$ cat src/rtl/uart_reg_responder.sv
// Byte-frame command responder: parses write (A5,addr,data) and read (5A,addr) frames from a UART
// receiver, updates an internal register file and returns read data through the UART transmitter.
module uart_reg_responder #(
    parameter int WIDTH         = 8,
    parameter int ADDR_WIDTH    = 4,
    parameter int TIMEOUT_WIDTH = 16,
    parameter int TIMEOUT       = 50000
) (
    input  logic                  CLK,
    input  logic                  RST,
    input  logic [WIDTH-1:0]      RX_P_DATA,
    input  logic                  RX_DATA_VALID,
    output logic [WIDTH-1:0]      TX_P_DATA,
    output logic                  TX_DATA_VALID,
    input  logic                  TX_BUSY,
    output logic                  WR_EN,
    output logic [ADDR_WIDTH-1:0] WR_ADDR,
    output logic [WIDTH-1:0]      WR_DATA,
    output logic                  FRAME_ERR,
    output logic                  OVERRUN
);

    localparam int                       DEPTH     = 2 ** ADDR_WIDTH;
    localparam logic [WIDTH-1:0]         CMD_WRITE = WIDTH'(8'hA5);
    localparam logic [WIDTH-1:0]         CMD_READ  = WIDTH'(8'h5A);
    localparam logic [TIMEOUT_WIDTH-1:0] CNT_LAST  = TIMEOUT_WIDTH'(TIMEOUT - 1);

    typedef enum logic [2:0] {
        S_IDLE,
        S_GET_ADDR,
        S_GET_DATA,
        S_SEND,
        S_WAIT_ACK
    } state_t;

    state_t                   r_state;
    logic                     r_op_write;
    logic [ADDR_WIDTH-1:0]    r_addr;
    logic [TIMEOUT_WIDTH-1:0] r_cnt;
    logic [WIDTH-1:0]         r_regs [DEPTH];

    state_t                   w_next_state;
    logic                     w_accept;
    logic                     w_timed;
    logic                     w_cnt_hit;
    logic                     w_timeout;
    logic                     w_bad_cmd;
    logic                     w_write;
    logic                     w_launch;
    logic                     w_overrun;
    logic [TIMEOUT_WIDTH-1:0] w_next_cnt;

    assign w_timed   = (r_state == S_GET_ADDR) || (r_state == S_GET_DATA) || (r_state == S_WAIT_ACK);
    assign w_cnt_hit = (r_cnt == CNT_LAST);

    // NOTE: every combinational output gets a default first so no path leaves it unassigned (no latch).
    always_comb begin
        w_next_state = r_state;
        w_accept     = 1'b0;
        w_timeout    = 1'b0;
        w_bad_cmd    = 1'b0;
        w_write      = 1'b0;
        w_launch     = 1'b0;
        w_overrun    = 1'b0;
        case (r_state)
            S_IDLE: begin
                if (RX_DATA_VALID) begin
                    w_accept = 1'b1;
                    if (RX_P_DATA == CMD_WRITE || RX_P_DATA == CMD_READ) begin
                        w_next_state = S_GET_ADDR;
                    end else begin
                        w_bad_cmd = 1'b1;
                    end
                end
            end
            S_GET_ADDR: begin
                if (RX_DATA_VALID) begin
                    w_accept     = 1'b1;
                    w_next_state = r_op_write ? S_GET_DATA : S_SEND;
                end else if (w_cnt_hit) begin
                    w_timeout = 1'b1;
                end
            end
            S_GET_DATA: begin
                if (RX_DATA_VALID) begin
                    w_accept     = 1'b1;
                    w_write      = 1'b1;
                    w_next_state = S_IDLE;
                end else if (w_cnt_hit) begin
                    w_timeout = 1'b1;
                end
            end
            S_SEND: begin
                w_overrun = RX_DATA_VALID;
                if (!TX_BUSY) begin
                    w_launch     = 1'b1;
                    w_next_state = S_WAIT_ACK;
                end
            end
            S_WAIT_ACK: begin
                w_overrun = RX_DATA_VALID;
                if (TX_BUSY) begin
                    w_next_state = S_IDLE;
                end else if (w_cnt_hit) begin
                    w_timeout = 1'b1;
                end
            end
            default: w_next_state = S_IDLE;
        endcase
        if (w_timeout) begin
            w_next_state = S_IDLE;
        end
    end

    // A byte arriving on the limit edge is counted as accepted, so it beats the timeout.
    always_comb begin
        if (w_accept || w_timeout || (w_next_state != r_state) || !w_timed) begin
            w_next_cnt = '0;
        end else begin
            w_next_cnt = r_cnt + TIMEOUT_WIDTH'(1);
        end
    end

    // NOTE: sequential state uses non-blocking assignments so every register samples pre-edge values.
    always_ff @(posedge CLK or negedge RST) begin
        if (!RST) begin
            r_state    <= S_IDLE;
            r_op_write <= 1'b0;
            r_addr     <= '0;
            r_cnt      <= '0;
        end else begin
            r_state <= w_next_state;
            r_cnt   <= w_next_cnt;
            if (r_state == S_IDLE && w_accept) begin
                r_op_write <= (RX_P_DATA == CMD_WRITE);
            end
            if (r_state == S_GET_ADDR && w_accept) begin
                r_addr <= RX_P_DATA[ADDR_WIDTH-1:0];
            end
        end
    end

    // NOTE: the register file is small and must read back zero after reset, so it is flop-based and reset.
    always_ff @(posedge CLK or negedge RST) begin
        if (!RST) begin
            for (int i = 0; i < DEPTH; i++) begin
                r_regs[i] <= '0;
            end
        end else if (w_write) begin
            r_regs[r_addr] <= RX_P_DATA;
        end
    end

    always_ff @(posedge CLK or negedge RST) begin
        if (!RST) begin
            TX_P_DATA     <= '0;
            TX_DATA_VALID <= 1'b0;
            WR_EN         <= 1'b0;
            WR_ADDR       <= '0;
            WR_DATA       <= '0;
            FRAME_ERR     <= 1'b0;
            OVERRUN       <= 1'b0;
        end else begin
            TX_DATA_VALID <= w_launch;
            WR_EN         <= w_write;
            FRAME_ERR     <= w_bad_cmd || w_timeout;
            OVERRUN       <= w_overrun;
            if (w_launch) begin
                TX_P_DATA <= r_regs[r_addr];
            end
            if (w_write) begin
                WR_ADDR <= r_addr;
                WR_DATA <= RX_P_DATA;
            end
        end
    end

endmodule

$ cat config.mk
export PLATFORM = sky130hd
export DESIGN_NAME = uart_reg_responder
export DESIGN_NICKNAME = d
export VERILOG_FILES = /design/src/rtl/uart_reg_responder.sv
export SDC_FILE = /design/constraint.sdc
export NUM_CORES = 1
export LEC_CHECK = 0
export ABC_AREA = 1
export CORE_AREA = 2 2 163 165
export CTS_CLUSTER_DIAMETER = 30
export DETAILED_ROUTE_END_ITERATION = 10
export DIE_AREA = 0 0 165 167
export PLACE_DENSITY_LB_ADDON = 0.05
export SLEW_MARGIN = 20
export SYNTH_ARGS = -nofsm -noshare
export SYNTH_HDL_FRONTEND = slang
export SYNTH_SLANG_ARGS = --single-unit
$ cat constraint.sdc
create_clock -name CLK -period 4.8 [get_ports CLK]
set_input_delay 1.2 -clock CLK [delete_from_list [all_inputs] [get_ports CLK]]
set_output_delay 1.2 -clock CLK [all_outputs]
set_load 0.1 [all_outputs]
# [Word-level counts from Yosys, hierarchy flattened]
# Index checks and enable logic that the tools add are counted.
[totals] reg_bits=176 input_bits=12 elab_cells=83
[classes] add_sub_neg=1 magnitude_cmp=2 eq_ne=8 mux=29 bitwise_logic=1 reduce_logical=15
[ops] op="$bwmux W128" count=1
[ops] op="$bmux W8 S4" count=1
[ops] op="$demux W8 S4" count=1
[ops] op="$mux W8" count=3
[ops] op="$mux W3" count=7
[ops] op="$add A16 B1 Y16 const B" count=1
[ops] op="$eq A16 B16 Y1 const B" count=1
[ops] op="$mux W16" count=1
[ops] op="$pmux W3 S5" count=1
[ops] op="$mux W1" count=13
[ops] op="$eq A8 B7 Y1 const B" count=1
[ops] op="$eq A8 B8 Y1 const B" count=1
[ops] op="$logic_or A1 B1 Y1" count=7
[ops] op="$eq A3 B2 Y1 const B" count=2
[ops] op="$ge A5 B5 Y1 const B" count=1
[ops] op="$lt A5 B1 Y1 const B" count=1
[ops] op="$not A4 Y5" count=1
[ops] op="$reduce_or A2 Y1" count=2
[ops] op="$eq A3 B1 Y1 const B" count=1
[ops] op="$eq A3 B3 Y1 const B" count=1
[ops] op="$logic_and A1 B1 Y1" count=3
[ops] op="$logic_not A3 Y1" count=1
[ops] op="$ne A3 B3 Y1" count=1
[ops] op="$reduce_or A3 Y1" count=1
[ops] op="2 further kinds" count=2

# [Longest topological paths before layout]
# Gate-level depths: netlist of run 1.
[depth] depth_word=10 ltp_mapped=10

# [Worst setup path after synthesis of run 1]
# Ideal clock, no wire load.
[synth_path] path_kind="input to register" from="in RX_DATA_VALID" to="reg r_regs[13] (netlist bit)" setup_time_ns=0.127 t_arrival_ns=2.029 t_required_ns=4.673 setup_slack_ns=2.644 stages=6 n_path_buf=1 cell_sequence="nand3_4 -> nor3_4 -> nand2_1 -> buf_4 -> nand2_1 -> o21ai_2"
[synth_via] elab_chain_len=2
[synth_lines] element="start: declaration" line_no="12" rtl="input logic RX_DATA_VALID,"
[synth_lines] element="$mux W1" line_no="85" rtl="if (RX_DATA_VALID) begin"
[synth_lines] element="$mux W1" line_no="65" rtl="case (r_state)"
[synth_lines] element="end signal: indexed assignment" line_no="147" rtl="r_regs[i] <= '0;"
[synth_lines] element="end signal: indexed assignment" line_no="150" rtl="r_regs[r_addr] <= RX_P_DATA;"
[synth_lines] element="end: declaration" line_no="40" rtl="logic [WIDTH-1:0] r_regs [DEPTH];"
# Every way passes these cells.
# A chain may end at the register's enable or synchronous reset.

# [Final worst setup path of run 1]
[layout_path] from="reg WR_ADDR[3]" to="out WR_ADDR[3]"
[layout_rtl] element="start: declaration" line_no="17" rtl="output logic [ADDR_WIDTH-1:0] WR_ADDR,"
[layout_rtl] element="start signal: assignment" line_no="172" rtl="WR_ADDR <= r_addr;"
# No word-level cell between the ends.

==> results.cfg, run 1 <==
[outcome]
status = finished clean

[detailed_routing]
wire_per_inst_um = 17.68
first_iter_violations = 478
drtAntennaViolNets = 0
vias = 6165
routed_wl_um = 23240
vias_per_cell = 4.688
dr.pass1.iters = 5
route.detailed.drc = 0

[timing]
period_needed_ns = 3.139
setup_slack_ns = 1.661
fin_worst_skew_ns = 0.01192
hold_slack_ns = 0.4551
slew_viol_final = 0
finalSetupViolCount = 0
finalHoldViolCount = 0
fin_setup_tns_ns = 0
worstMarginPinSlew_ns = 1.094
fin_crit_sh = 0.6540
fmax_mhz = 318.6
rsz0062_at_grt = false
slew_headroom = 0.2680

[floorplanning]
dieHeight_um = 167
rows = 59
fp.coreArea_um2 = 25760
dieArea_um2 = 27560
die_w_um = 165
start_util = 0.3059
num_io_pins = 36

[final_layout]
nets = 981
stdcell_count = 1315
antenna_cells = 0
drive_gt1_frac = 0.08265
area_growth_pct = 15.43
utilization = 0.3531
stdcell_area_um2 = 9097

[worst_setup_path]
path_max_fanout = 2
r2r-end = TX_P_DATA[2]
cp_slowest_cell = clkdlybuf4s50_1
r2r-start = r_addr[0]
path_cells = clkdlybuf4s50_1
cp.arrival_ns = 1.94
critical_path.top_delay_family = buffers and inverters
worst-r2r-cell-count = 10
critical_path_depth = 1
crit_buf_inv = 1
reg2reg_slack_ns = 2.17
worstSetupStartpointType = register
cp.required_ns = 3.60
slowest_delay_ns = 1.14
path_class = reg -> out
critical_path.startpoint = WR_ADDR[3]
worst_setup_path_end_kind = output port

[cts]
cts_root_buf = clkbuf_16
holdBufCountCts = 0
cts_setup_buffers = 0
cts_buffer_depth = 2
cts_tree = built
cts_buffers = 17
clk_latency_ns = 0.44
clock-sinks = 176
htreeDepth = 4
clk_pin_slew_ns = 0.07
cts.repair.resized = 0

[global_route]
top_usage_layer = met2
grt-ovfl-total = 0
globalRouteMet2Util = 0.2790
grt_use_total = 0.1794
grt_pass1_wl_um = 37390
met3_usage = 0.02142
grt_use_met1 = 0.2659
first_global_vias = 6280
grt_max_degree = 98
antenna_found_initial = 0

[power]
p_per_area_nw_per_um2 = 657.7
report.power.total_mw = 5.983
worst_ir_drop_vdd_mv = 0.3523
p_leak_nw = 4.026

[synthesis]
netlist-cell-type-count = 29
synth-seq-area-share = 0.5588
synth_area_um2 = 7881
yosys.area.top_type = dfrtp_1
ys_top_cells_by_count = 371 x nand2_1, 176 x dfrtp_1, 125 x o21ai_0
yosysMostFrequentCell = nand2_1
synthDominantCellAreaShare = 0.5588
syn-num-nets = 964
synthArstFlopShare = 1.000
synthCells = 951
synth_area_leaders = dfrtp_1 56%, nand2_1 18%, o21ai_0 7.9%
ys_ff_latch = 176
synth_area_per_cell_um2 = 8.287
synthFlopType = dfrtp_1
synth_edf_count = 0
synth_warnings = 0

[place]
portBuffers = 35
place_hpwl_um = 14740
post-place-ws_ns = 1.453
gp_congestion = 0.7837
place_area_um2 = 8541
numPlacedInstances = 1284

[worst_hold_path]
hp-class = reg -> reg
hold_depth = 1
hold_start = r_cnt[0]
worstHoldEndpoint = r_cnt[0]

[run]
max_cap_viol_count = 0
==> flip-flops by register name, indices dropped and copies added, names as in the netlist <==
name and count:
FRAME_ERR 1, OVERRUN 1, TX_DATA_VALID 1, TX_P_DATA 8
WR_ADDR 4, WR_DATA 8, WR_EN 1, r_addr 4
r_cnt 16, r_op_write 1, r_regs 128, r_state 3
==> layout make-up <==
| class | instances | area [um^2] |
|---|---|---|
| tap | 335 | 419.2 |
| timing repair buffer | 46 | 449.2 |
| sequential | 176 | 4404 |
| multi-input combinational | 694 | 3142 |
| fill | 2719 | 16670 |
| clock buffer | 18 | 429.2 |
| clock inverter | 13 | 127.6 |
| inverter | 33 | 126.4 |
==> power by group <==
part / leakage, nW / internal (mW) / total, mW / switching, mW
clock network: 0.264 / 0.722 / 1.36 / 0.635
registers: 2.37 / 2.05 / 2.37 / 0.319
logic: 1.39 / 0.599 / 2.26 / 1.66
==> layer usage <==
metal | wire length, um | up-vias
li1 | - | 3108
met1 | 12020 | 2950
met2 | 10400 | 94
met3 | 582 | 13
met4 | 233 | 0
met5 | 0 | -
==> cell families after synthesis <==
logic type                 count (synthesis)  synth area share
adders and majority gates                  1          0.001587
buffers and inverters                     81           0.04318
and+or+nand+nor                          513            0.2691
AOI/OAI and AO/OA                        171            0.1173
xor gates and xnor gates                   9           0.01000
DFF                                      176            0.5588
==> worst max-delay path by stage <==
stage	endpoint
6_report	WR_ADDR[3]
3_3_place_gp	r_regs[109]
5_1_grt	WR_DATA[7]
4_1_cts	TX_P_DATA[7]
2_1_floorplan	r_regs[13]
3_5_place_dp	r_regs[111]
==> layout by cell type, fill, tap and decap left out, drive strengths merged, types with 12 or more instances in the layout <==
cell type,instances
a21oi,13
clkbuf,19
clkdlybuf4s50,34
dfrtp,176
inv,38
nand2,374
nand3,35
nand4,19
nor2,72
nor3,12
o21ai,156
Power figures use the tool's default switching activity.
==> run 2: changes to the inputs <==
clock period = 3.1 ns   (was 4.8 ns; I/O delays follow)
==> run 2 against run 1 <==
Final cell count up 1.2%. Die area unchanged. Cell area up 1.8%. Clock-buffer cell count up 2. Worst setup slack worse by 0.67 ns. Global-route usage up 0.12 points. Sequential power up 56%. Largest cell class unchanged. Largest power group unchanged. Highest routed layer unchanged.
==> results.cfg, run 2 (synthesis results as in run 1) <==
[outcome]
status = finished clean

[place]
place_hpwl_um = 15130
gp_congestion = 0.7833
post-place-ws_ns = 0.4813
portBuffers = 35

[cts]
clk_latency_ns = 0.43
cts_setup_buffers = 0
cts.repair.resized = 0
cts_tree = built
cts_root_buf = clkbuf_16
cts_buffers = 17
htreeDepth = 4
cts_buffer_depth = 2
clock-sinks = 176
holdBufCountCts = 0
clk_pin_slew_ns = 0.08

[global_route]
first_global_vias = 6228
grt_pass1_wl_um = 37530
grt_max_degree = 62
grt_use_total = 0.1805
grt-ovfl-total = 0
antenna_found_initial = 0

[final_layout]
nFillCells = 2731
utilization = 0.3595
regMostFlops = r_regs
drive_gt1_frac = 0.1205
final_cell_mix = 371 x nand2_1, 176 x dfrtp_1, 125 x o21ai_0
top_regs = r_regs: 128 flops, r_cnt: 16 flops
layout_commonest_cell = nand2_1
largest_register_ffs = 128
area_growth_pct = 17.53
nets = 996
antenna_cells = 0

[timing]
hold_slack_ns = 0.3004
rsz0062_at_grt = false
finalHoldViolCount = 0
fin_worst_skew_ns = 0.01410
fin_setup_tns_ns = 0
fmax_mhz = 473.7
fin_crit_sh = 0.6810
setup_slack_ns = 0.9889
slew_viol_final = 0
worstMarginPinSlew_ns = 0.5587
period_needed_ns = 2.111
slew_headroom = 0.6266
finalSetupViolCount = 0

[floorplanning]
start_util = 0.3059
dieHeight_um = 167
dieArea_um2 = 27560
num_io_pins = 36
fp.coreArea_um2 = 25760
die_w_um = 165
rows = 59

[worst_setup_path]
crit_top_cell = nand2_1
crit_buf_inv = 2
cp_slowest_cell = clkdlybuf4s50_1
path_class = in -> reg
cp.required_ns = 3.45
slowest_delay_ns = 0.60
path_cells = clkdlybuf4s50_1, inv_1, nand2_1, o21ai_2, nand2_1, nand2_1, nor3_1
cp.arrival_ns = 2.46
worst_setup_path_end_kind = register
path_max_fanout = 15
worstSetupStartpointType = input pin
critical_path.top_delay_family = simple AND/OR/NAND/NOR gates

[power]
report.power.total_mw = 9.576
worst_ir_drop_vdd_mv = 0.6191
p_leak_nw = 4.180
p_per_area_nw_per_um2 = 1034

[detailed_routing]
drtAntennaViolNets = 0
vias = 6280
route.detailed.drc = 0
vias_per_cell = 4.718
dr.pass1.iters = 5
first_iter_violations = 477
wire_per_inst_um = 17.61
routed_wl_um = 23430

[run]
max_cap_viol_count = 0

[worst_hold_path]
hp-class = in -> async
[run 2: stage by stage]
stage	area [um^2]	cells
final	9263	1331
after detailed placement	8643	1299
after CTS	9263	1331
after global routing	9263	1331
after global placement	8643	1299
after floorplan	7881	951
[run 2: cell type report]
class / count / area (um^2) / area share
sequential: 176 / 4404 / 0.4755
multi-input combinational: 694 / 3142 / 0.3392
timing repair buffer: 61 / 551.8 / 0.05957
clock buffer: 20 / 446.7 / 0.04822
tap: 335 / 419.2 / 0.04525
clock inverter: 12 / 172.7 / 0.01864
inverter: 33 / 126.4 / 0.01364
[run 2: routing by layer]
layer | track usage | part of all wire
met1 | 0.2729 | 0.51
met3 | 0.02989 | 0.036
met2 | 0.2678 | 0.44
met4 | 0.04423 | 0.010
met5 | 0 | 0
[run 2: path summary, 6_finish.rpt]
kind	cells past startpoint	end	startpoint	slack, ns
worst max-delay path	7	r_cnt[6]	RX_DATA_VALID	0.99
worst min-delay path	1	WR_DATA[6]	RST	0.30
worst max register to register	8	TX_P_DATA[0]	r_addr[0]	1.03
worst min register to register	1	r_cnt[0]	r_cnt[0]	0.47
min in group CLK	1	r_cnt[0]	r_cnt[0]	0.47
max in group asynchronous	2	r_regs[71]	RST	2.05
[run 2: power by group]
part	internal [mW]	switching [mW]
clock network	1.32	0.995
registers	3.17	0.524
logic	0.990	2.58
total	5.48	4.10
==> run 3: changes to the inputs <==
clock period = 1.8 ns   (was 3.1 ns; I/O delays follow)
==> run 3 against run 2 <==
Clock power grew 58%. First-iteration DRC count shrank 8.4%. Non-clock buffer count grew 48. Largest power group is now combinational cells.
==> results.cfg, run 3 (synthesis results as in run 1) <==
[cts]
htreeDepth = 4
cts_tree = built
cts_buffer_depth = 2
clk_pin_slew_ns = 0.07
cts_root_buf = clkbuf_16
clock-sinks = 176
cts_buffers = 17
cts_setup_buffers = 0
clk_latency_ns = 0.43

[global_route]
antenna_found_initial = 0
first_global_vias = 6438
grt_use_total = 0.1825
grt_pass1_wl_um = 38320
grt-ovfl-total = 0
grt_max_degree = 55

[detailed_routing]
vias_per_cell = 4.649
routed_wl_um = 23410
first_iter_violations = 437
wire_per_inst_um = 16.98
drtAntennaViolNets = 0
vias = 6411
route.detailed.drc = 0
dr.pass1.iters = 5

[final_layout]
nets = 1044
largest_register_ffs = 128
stdcell_count = 1379
utilization = 0.3925
regMostFlops = r_regs
area_growth_pct = 28.31
antenna_cells = 0
top_regs = r_regs: 128 flops, r_cnt: 16 flops
layout_commonest_cell = nand2_1
final_cell_mix = 370 x nand2_1, 175 x dfrtp_1, 124 x o21ai_0
drive_gt1_frac = 0.1667
stdcell_area_um2 = 10110

[floorplanning]
rows = 59
dieHeight_um = 167
num_io_pins = 36
die_w_um = 165
dieArea_um2 = 27560
start_util = 0.3059
fp.coreArea_um2 = 25760

[timing]
fin_worst_skew_ns = 0.01148
rsz0062_at_grt = false
period_needed_ns = 1.706
worstMarginPinSlew_ns = 0.5064
finalSetupViolCount = 0
fmax_mhz = 586.3
fin_setup_tns_ns = 0
hold_slack_ns = 0.4567
setup_slack_ns = 0.09448
slew_headroom = 0.6621
slew_viol_final = 0
finalHoldViolCount = 0
fin_crit_sh = 0.9475

[power]
report.power.total_mw = 17.39
worst_ir_drop_vdd_mv = 1.070
p_per_area_nw_per_um2 = 1720
p_leak_nw = 4.572

[place]
post-place-ws_ns = -0.2214
portBuffers = 35
place_hpwl_um = 15910
numPlacedInstances = 1346
place_area_um2 = 9497
gp_congestion = 0.7559

[worst_setup_path]
cp_slowest_cell = dfrtp_2
path_cells = buf_4, inv_2, buf_12, nand2_1, a21oi_1, o21ai_1, nand3_1, nor2_1, nor2_1
crit_top_cell = nor2_1
cp.required_ns = 2.17
path_class = reg -> reg
worstSetupStartpointType = register
slowest_delay_ns = 0.45
cp.arrival_ns = 2.07
path_max_fanout = 13
worst_setup_path_end_kind = register

[worst_hold_path]
hp-class = reg -> reg

[run]
max_cap_viol_count = 0

[outcome]
status = finished clean
run 3: cell count changes in the layout (fill, tap and decap cells not counted), moves of 2 or more:
| cell | before | now |
|---|---|---|
| buf_12 | 5 | 45 |
| buf_4 | 45 | 52 |
| bufinv_16 | 3 | 0 |
| nand3_1 | 26 | 24 |
| nor2_4 | 1 | 3 |
run 3: per-layer routing:
layer / routed length [um] / track usage
met4: 205 / 0.04423
met5: 0 / 0
met3: 629 / 0.02839
met2: 10730 / 0.2803
met1: 11850 / 0.2689
run 3: worst paths after layout:
path | depth (start not counted) | start | slack (ns) | endpoint
worst max-delay path | 9 | r_addr[0] | 0.09 | TX_P_DATA[7]
worst min-delay path | 1 | r_cnt[0] | 0.46 | r_cnt[0]
worst max register to register | 9 | r_addr[0] | 0.09 | TX_P_DATA[7]
worst min register to register | 1 | r_cnt[0] | 0.46 | r_cnt[0]
max in group asynchronous | 3 | RST | 0.74 | TX_P_DATA[2]
min in group asynchronous | 2 | RST | 0.47 | WR_DATA[3]
run 3: area by class of cell:
cell class | count | area [um^2]
repair buffers | 109 | 1415
inverters | 33 | 128.9
flip-flops and latches | 176 | 4405
well taps | 335 | 419.2
clock inverters | 13 | 122.6
multi-input cells | 694 | 3178
clock buffers | 19 | 442.9
fillers | 2652 | 15650
run 3: worst max-delay path: cells and delay by family, from the launching register on:
kind | cells | cell delay, ns
flops | 1 | 0.45
simple gates | 4 | 0.34
compound gates | 2 | 0.43
buf+inv | 3 | 0.41
run 3: repair_timing:
action                                  4_1_cts  5_1_grt
endpoints found under the setup margin        8       26
resized for setup                             2        9
hold endpoints to repair                     21        0
hold buffers                                  1        0
run 3: where the power goes:
group,total (mW),internal [mW],switching [mW]
clock,3.64,1.87,1.77
combinational,7.32,2.72,4.60
sequential,6.44,5.46,0.976
==> RTL change 1: new RTL, settings of run 3 <==
The parameter `TIMEOUT` goes from 50000 to 25000.
--- a/src/rtl/uart_reg_responder.sv
+++ b/src/rtl/uart_reg_responder.sv
@@ -4,7 +4,7 @@
     parameter int WIDTH         = 8,
     parameter int ADDR_WIDTH    = 4,
     parameter int TIMEOUT_WIDTH = 16,
-    parameter int TIMEOUT       = 50000
+    parameter int TIMEOUT       = 25000
 ) (
     input  logic                  CLK,
     input  logic                  RST,
Formal check against the unedited RTL: no difference found for any inputs over 4 cycles, from zero or initial values and one cycle with RST low; that may be too few to reach the edited logic, so the function may still have changed.
==> RTL change 1 against run 3 <==
- synthesized area fell by 0.95%
- sequential cell count did not move
- final area fell by 1.7%
- worst setup slack improved by 0.016 ns
- total power fell by 0.98%
- routed wire length barely moved
- clock power rose by 3%
- hold slack improved by 0.030 ns
- highest routed layer unchanged
==> RTL change 1: results (changes against run 3) <==
synthAdderAreaFrac: 0.00160  # +0.0000153
cp.arrival_ns: 2.00  # -0.07 ns
synth_mux_area_frac: 0  # unchanged
first_iter_violations: 406  # -7.1%
antenna-diode-count: 0  # unchanged
synthTopCellsByCount: "374 x nand2_1, 176 x dfrtp_1, 154 x o21ai_0, 66 x nor2_1, 29 x inv_1"
r2r_cells: 9  # unchanged
grt_first_pass_wirelength_mm: 37.6  # -1.8%
vias: 6351  # -0.94%
ys_seq_area_frac: 0.564  # +0.00537
ctsRootBufferMaster: "clkbuf_16"
synth_compound_area_frac: 0.110  # -0.00769
min_path_cells: 2  # +1
route.detailed.drc: 0  # unchanged
clock_skew_ns: 0.0144  # +0.00289 ns
max_stage_delay_ns: 0.48  # +0.03 ns
yosysWarnings: 0  # unchanged
routedWlPerCell_um: 17.0  # +0.41%
crit_path_end: "TX_P_DATA[2]"
post_cts.repair.setup_buffers: 0  # unchanged
wl_met1_mm: 11.4  # -3.8%
grt_util_all_layers: 0.181  # -0.00132
syn_nets: 960  # -0.41%
nFillCells: 2649  # -0.11%
rrSetupSlack_ns: 0.11  # +0.02 ns
post-route-min-period_ns: 1.69  # -0.0163 ns
slowest_stage: "dfrtp_2"
nets: 1039  # -0.48%
place.gp.congestion: 0.786  # +4.0%
min_to: "r_regs[68]"
status: "finished, final reports clean"
dpl.hpwl_mm: 16.1  # +1.3%
hp-start: "r_regs[68]"
p_leak_uw: 0.00449  # -1.8%
synth.distinct_cells: 26  # -10%
dpl_worst_slack_ns: -0.216  # +0.00572 ns
r2r_end: "TX_P_DATA[2]"
whs_ns: 0.486  # +0.0296 ns
h-tree-depth: 4  # unchanged
drive_gt1_frac: 0.141  # -0.0260
wl_met3_um: 678  # +7.8%
wl_met2_mm: 11.1  # +3.2%
cp_max_fo: 7  # -6
irDropWorstVdd_uv: 1380  # +29%
hold_class: "register to register"
synth_xor_area_frac: 0.0146  # +0.00458
grt_max_degree: 40  # -27%
relSlewSlack: 0.664  # +0.00203
top_regs: "r_regs x128, r_cnt x16"
synth_ff_type: "dfrtp_1"
synth_area_leaders: "dfrtp_1 56%, nand2_1 18%, o21ai_0 9.9%"
grt_pass1_vias: 6303  # -2.1%
final-setup-viol-count: 0  # unchanged
crit_start: "r_addr[0]"
[RTL change 1: cell count changes after synthesis, sizes merged, moves of 2 or more]
cell,before,now
xor2,8,10
clkbuf,30,27
nand4,19,21
buf,18,20
inv,33,31
xnor2,1,3
nor2,72,69
[RTL change 1: where the power goes]
part | switching, uW | internal (uW) | total [uW]
clock | 1670 | 2090 | 3760
sequential | 985 | 5470 | 6450
combinational | 4450 | 2560 | 7010
[RTL change 1: through the flow]
step / cells / TNS, ns / instance area [um2] / power [uW] / utilization
final: 1373 / 0 / 9940 / 17200 / 0.386
after global routing: 1373 / -0.0139 / 9940 / 18400 / 0.386
after CTS: 1370 / 0 / 9910 / 17400 / 0.385
after detailed placement: 1338 / -20.51 / 9320 / 13500 / 0.362
after global placement: 1338 / -19.11 / 9320 / 13500 / 0.362
after floorplan: 947 / 0 / 7810 / 10500 / -
[RTL change 1: cells by family (layout without fill, tap and decap cells)]
kind of cell / after synthesis / after routing
buffers and inverters: 78 / 169
AOI/OAI and AO/OA: 170 / 170
DFF: 176 / 176
adders and majority gates: 1 / 1
and+or+nand+nor: 509 / 509
xor gates and xnor gates: 13 / 13
[RTL change 1: per-layer routing]
layer,GRT usage,up-vias
li1,-,3216
met1,0.256,3034
met2,0.290,86
met3,0.0351,15
met4,0.0374,0
met5,0,-
[RTL change 1: critical path: cells and delay by family (launching register included)]
kind / cells / cell delay, ns
buffers and inverters: 2 / 0.25
flip-flops: 1 / 0.48
AND/OR/NAND/NOR: 7 / 0.84
[RTL change 1: cell type report]
type                    count  area share
flip-flops and latches    176       0.443
inverters                  31      0.0122
repair buffers            107       0.134
multi-input cells         693       0.311
clock inverters            12      0.0135
clock buffers              19      0.0446
well taps                 335      0.0422
==> RTL change 2: new RTL, settings of run 3 <==
Made on the original files. Put one more register stage on the output `FRAME_ERR`, cleared by the reset. The value now appears one clock later. The other outputs are not delayed to match.
--- a/src/rtl/uart_reg_responder.sv
+++ b/src/rtl/uart_reg_responder.sv
@@ -32,6 +32,8 @@
         S_SEND,
         S_WAIT_ACK
     } state_t;
+
+    logic FRAME_ERR_s0;
 
     state_t                   r_state;
     logic                     r_op_write;
@@ -158,12 +160,12 @@
             WR_EN         <= 1'b0;
             WR_ADDR       <= '0;
             WR_DATA       <= '0;
-            FRAME_ERR     <= 1'b0;
+            FRAME_ERR_s0  <= 1'b0;
             OVERRUN       <= 1'b0;
         end else begin
             TX_DATA_VALID <= w_launch;
             WR_EN         <= w_write;
-            FRAME_ERR     <= w_bad_cmd || w_timeout;
+            FRAME_ERR_s0  <= w_bad_cmd || w_timeout;
             OVERRUN       <= w_overrun;
             if (w_launch) begin
                 TX_P_DATA <= r_regs[r_addr];
@@ -175,5 +177,13 @@
         end
     end
 
+    always_ff @(posedge CLK or negedge RST) begin
+        if (!RST) begin
+            FRAME_ERR <= '0;
+        end else begin
+            FRAME_ERR <= FRAME_ERR_s0;
+        end
+    end
+
 endmodule
 
Behaviour: not the same (Yosys sat finds a counterexample within 4 cycles, from zero or initial values and one cycle with RST low).
==> RTL change 2 against run 3 <==
- routed wire length rose by 1.1%
- final area fell by 0.16%
- sequential power rose by 1%
- global-route usage barely moved
- worst setup slack improved by 0.032 ns
- sequential cell count rose by 1
- synthesized area rose by 0.32%
- total power fell by 0.20%
==> RTL change 2: results (changes against run 3) <==
pg_seq_uw: 6520  # +1%
instances_no_fill: 1381  # +0.15%
irDropWorstVdd_uv: 960  # -10%
synth_area_leaders: "dfrtp_1 56%, nand2_1 18%, o21ai_0 7.9%"
timing.final.crit_share: 0.930  # -0.0177
wl_met2_mm: 10.8  # +0.76%
r2r_end: "TX_P_DATA[6]"
status: "finished, final reports clean"
relSlewSlack: 0.617  # -0.0448
nets: 1045  # +0.096%
rrSetupSlack_ns: 0.13  # +0.03 ns
syn_nets: 965  # +0.10%
p_leak_uw: 0.00458  # +0.16%
synthTopCellsByCount: "371 x nand2_1, 177 x dfrtp_1, 125 x o21ai_0, 68 x nor2_1, 30 x inv_1"
grt_max_degree: 48  # -13%
max_stage_delay_ns: 0.48  # +0.03 ns
wl_met1_mm: 12.1  # +2.0%
clock_skew_ns: 0.0132  # +0.00175 ns
grt_first_pass_wirelength_mm: 37.7  # -1.6%
grtUsageMet2: 0.282  # +0.00127
grt_util_all_layers: 0.182  # -0.000425
whs_ns: 0.359  # -0.0981 ns
dpl_worst_slack_ns: -0.201  # +0.0204 ns
use_met1: 0.266  # -0.00263
dpl.hpwl_mm: 16.1  # +1.2%
post_cts_resized: 1  # -1
place.gp.congestion: 0.771  # +2.0%
grt_pass1_vias: 6335  # -1.6%
power_switching_uw: 7240  # -1.4%
r2r_cells: 10  # +1
==> RTL change 2: cell types whose count changed after synthesis, sizes merged <==
cell,before,now
dfrtp,176,177
==> RTL change 2: final cells by class <==
type,count,area [um2],share of cell area
Inverter,33,126,0.0125
Antenna cell,1,2.50,0.000248
Sequential cell,177,4430,0.439
Timing Repair Buffer,109,1380,0.137
Clock inverter,12,120,0.0119
Tap cell,335,419,0.0415
Multi-Input combinational cell,694,3160,0.313
Clock buffer,20,457,0.0452
==> RTL change 2: per-stage QoR <==
stage	cell area [um2]	util
2_1_floorplan	7910	-
5_1_grt	10100	0.392
3_3_place_gp	9470	0.368
6_report	10100	0.392
3_5_place_dp	9470	0.368
4_1_cts	10100	0.390
==> RTL change 2: kinds of logic after synthesis <==
kind of cell               synth area share
AOI/OAI and AO/OA                     0.117
xor gates and xnor gates            0.00997
adders and majority gates           0.00158
buffers and inverters                0.0430
DFF                                   0.560
and+or+nand+nor                       0.268
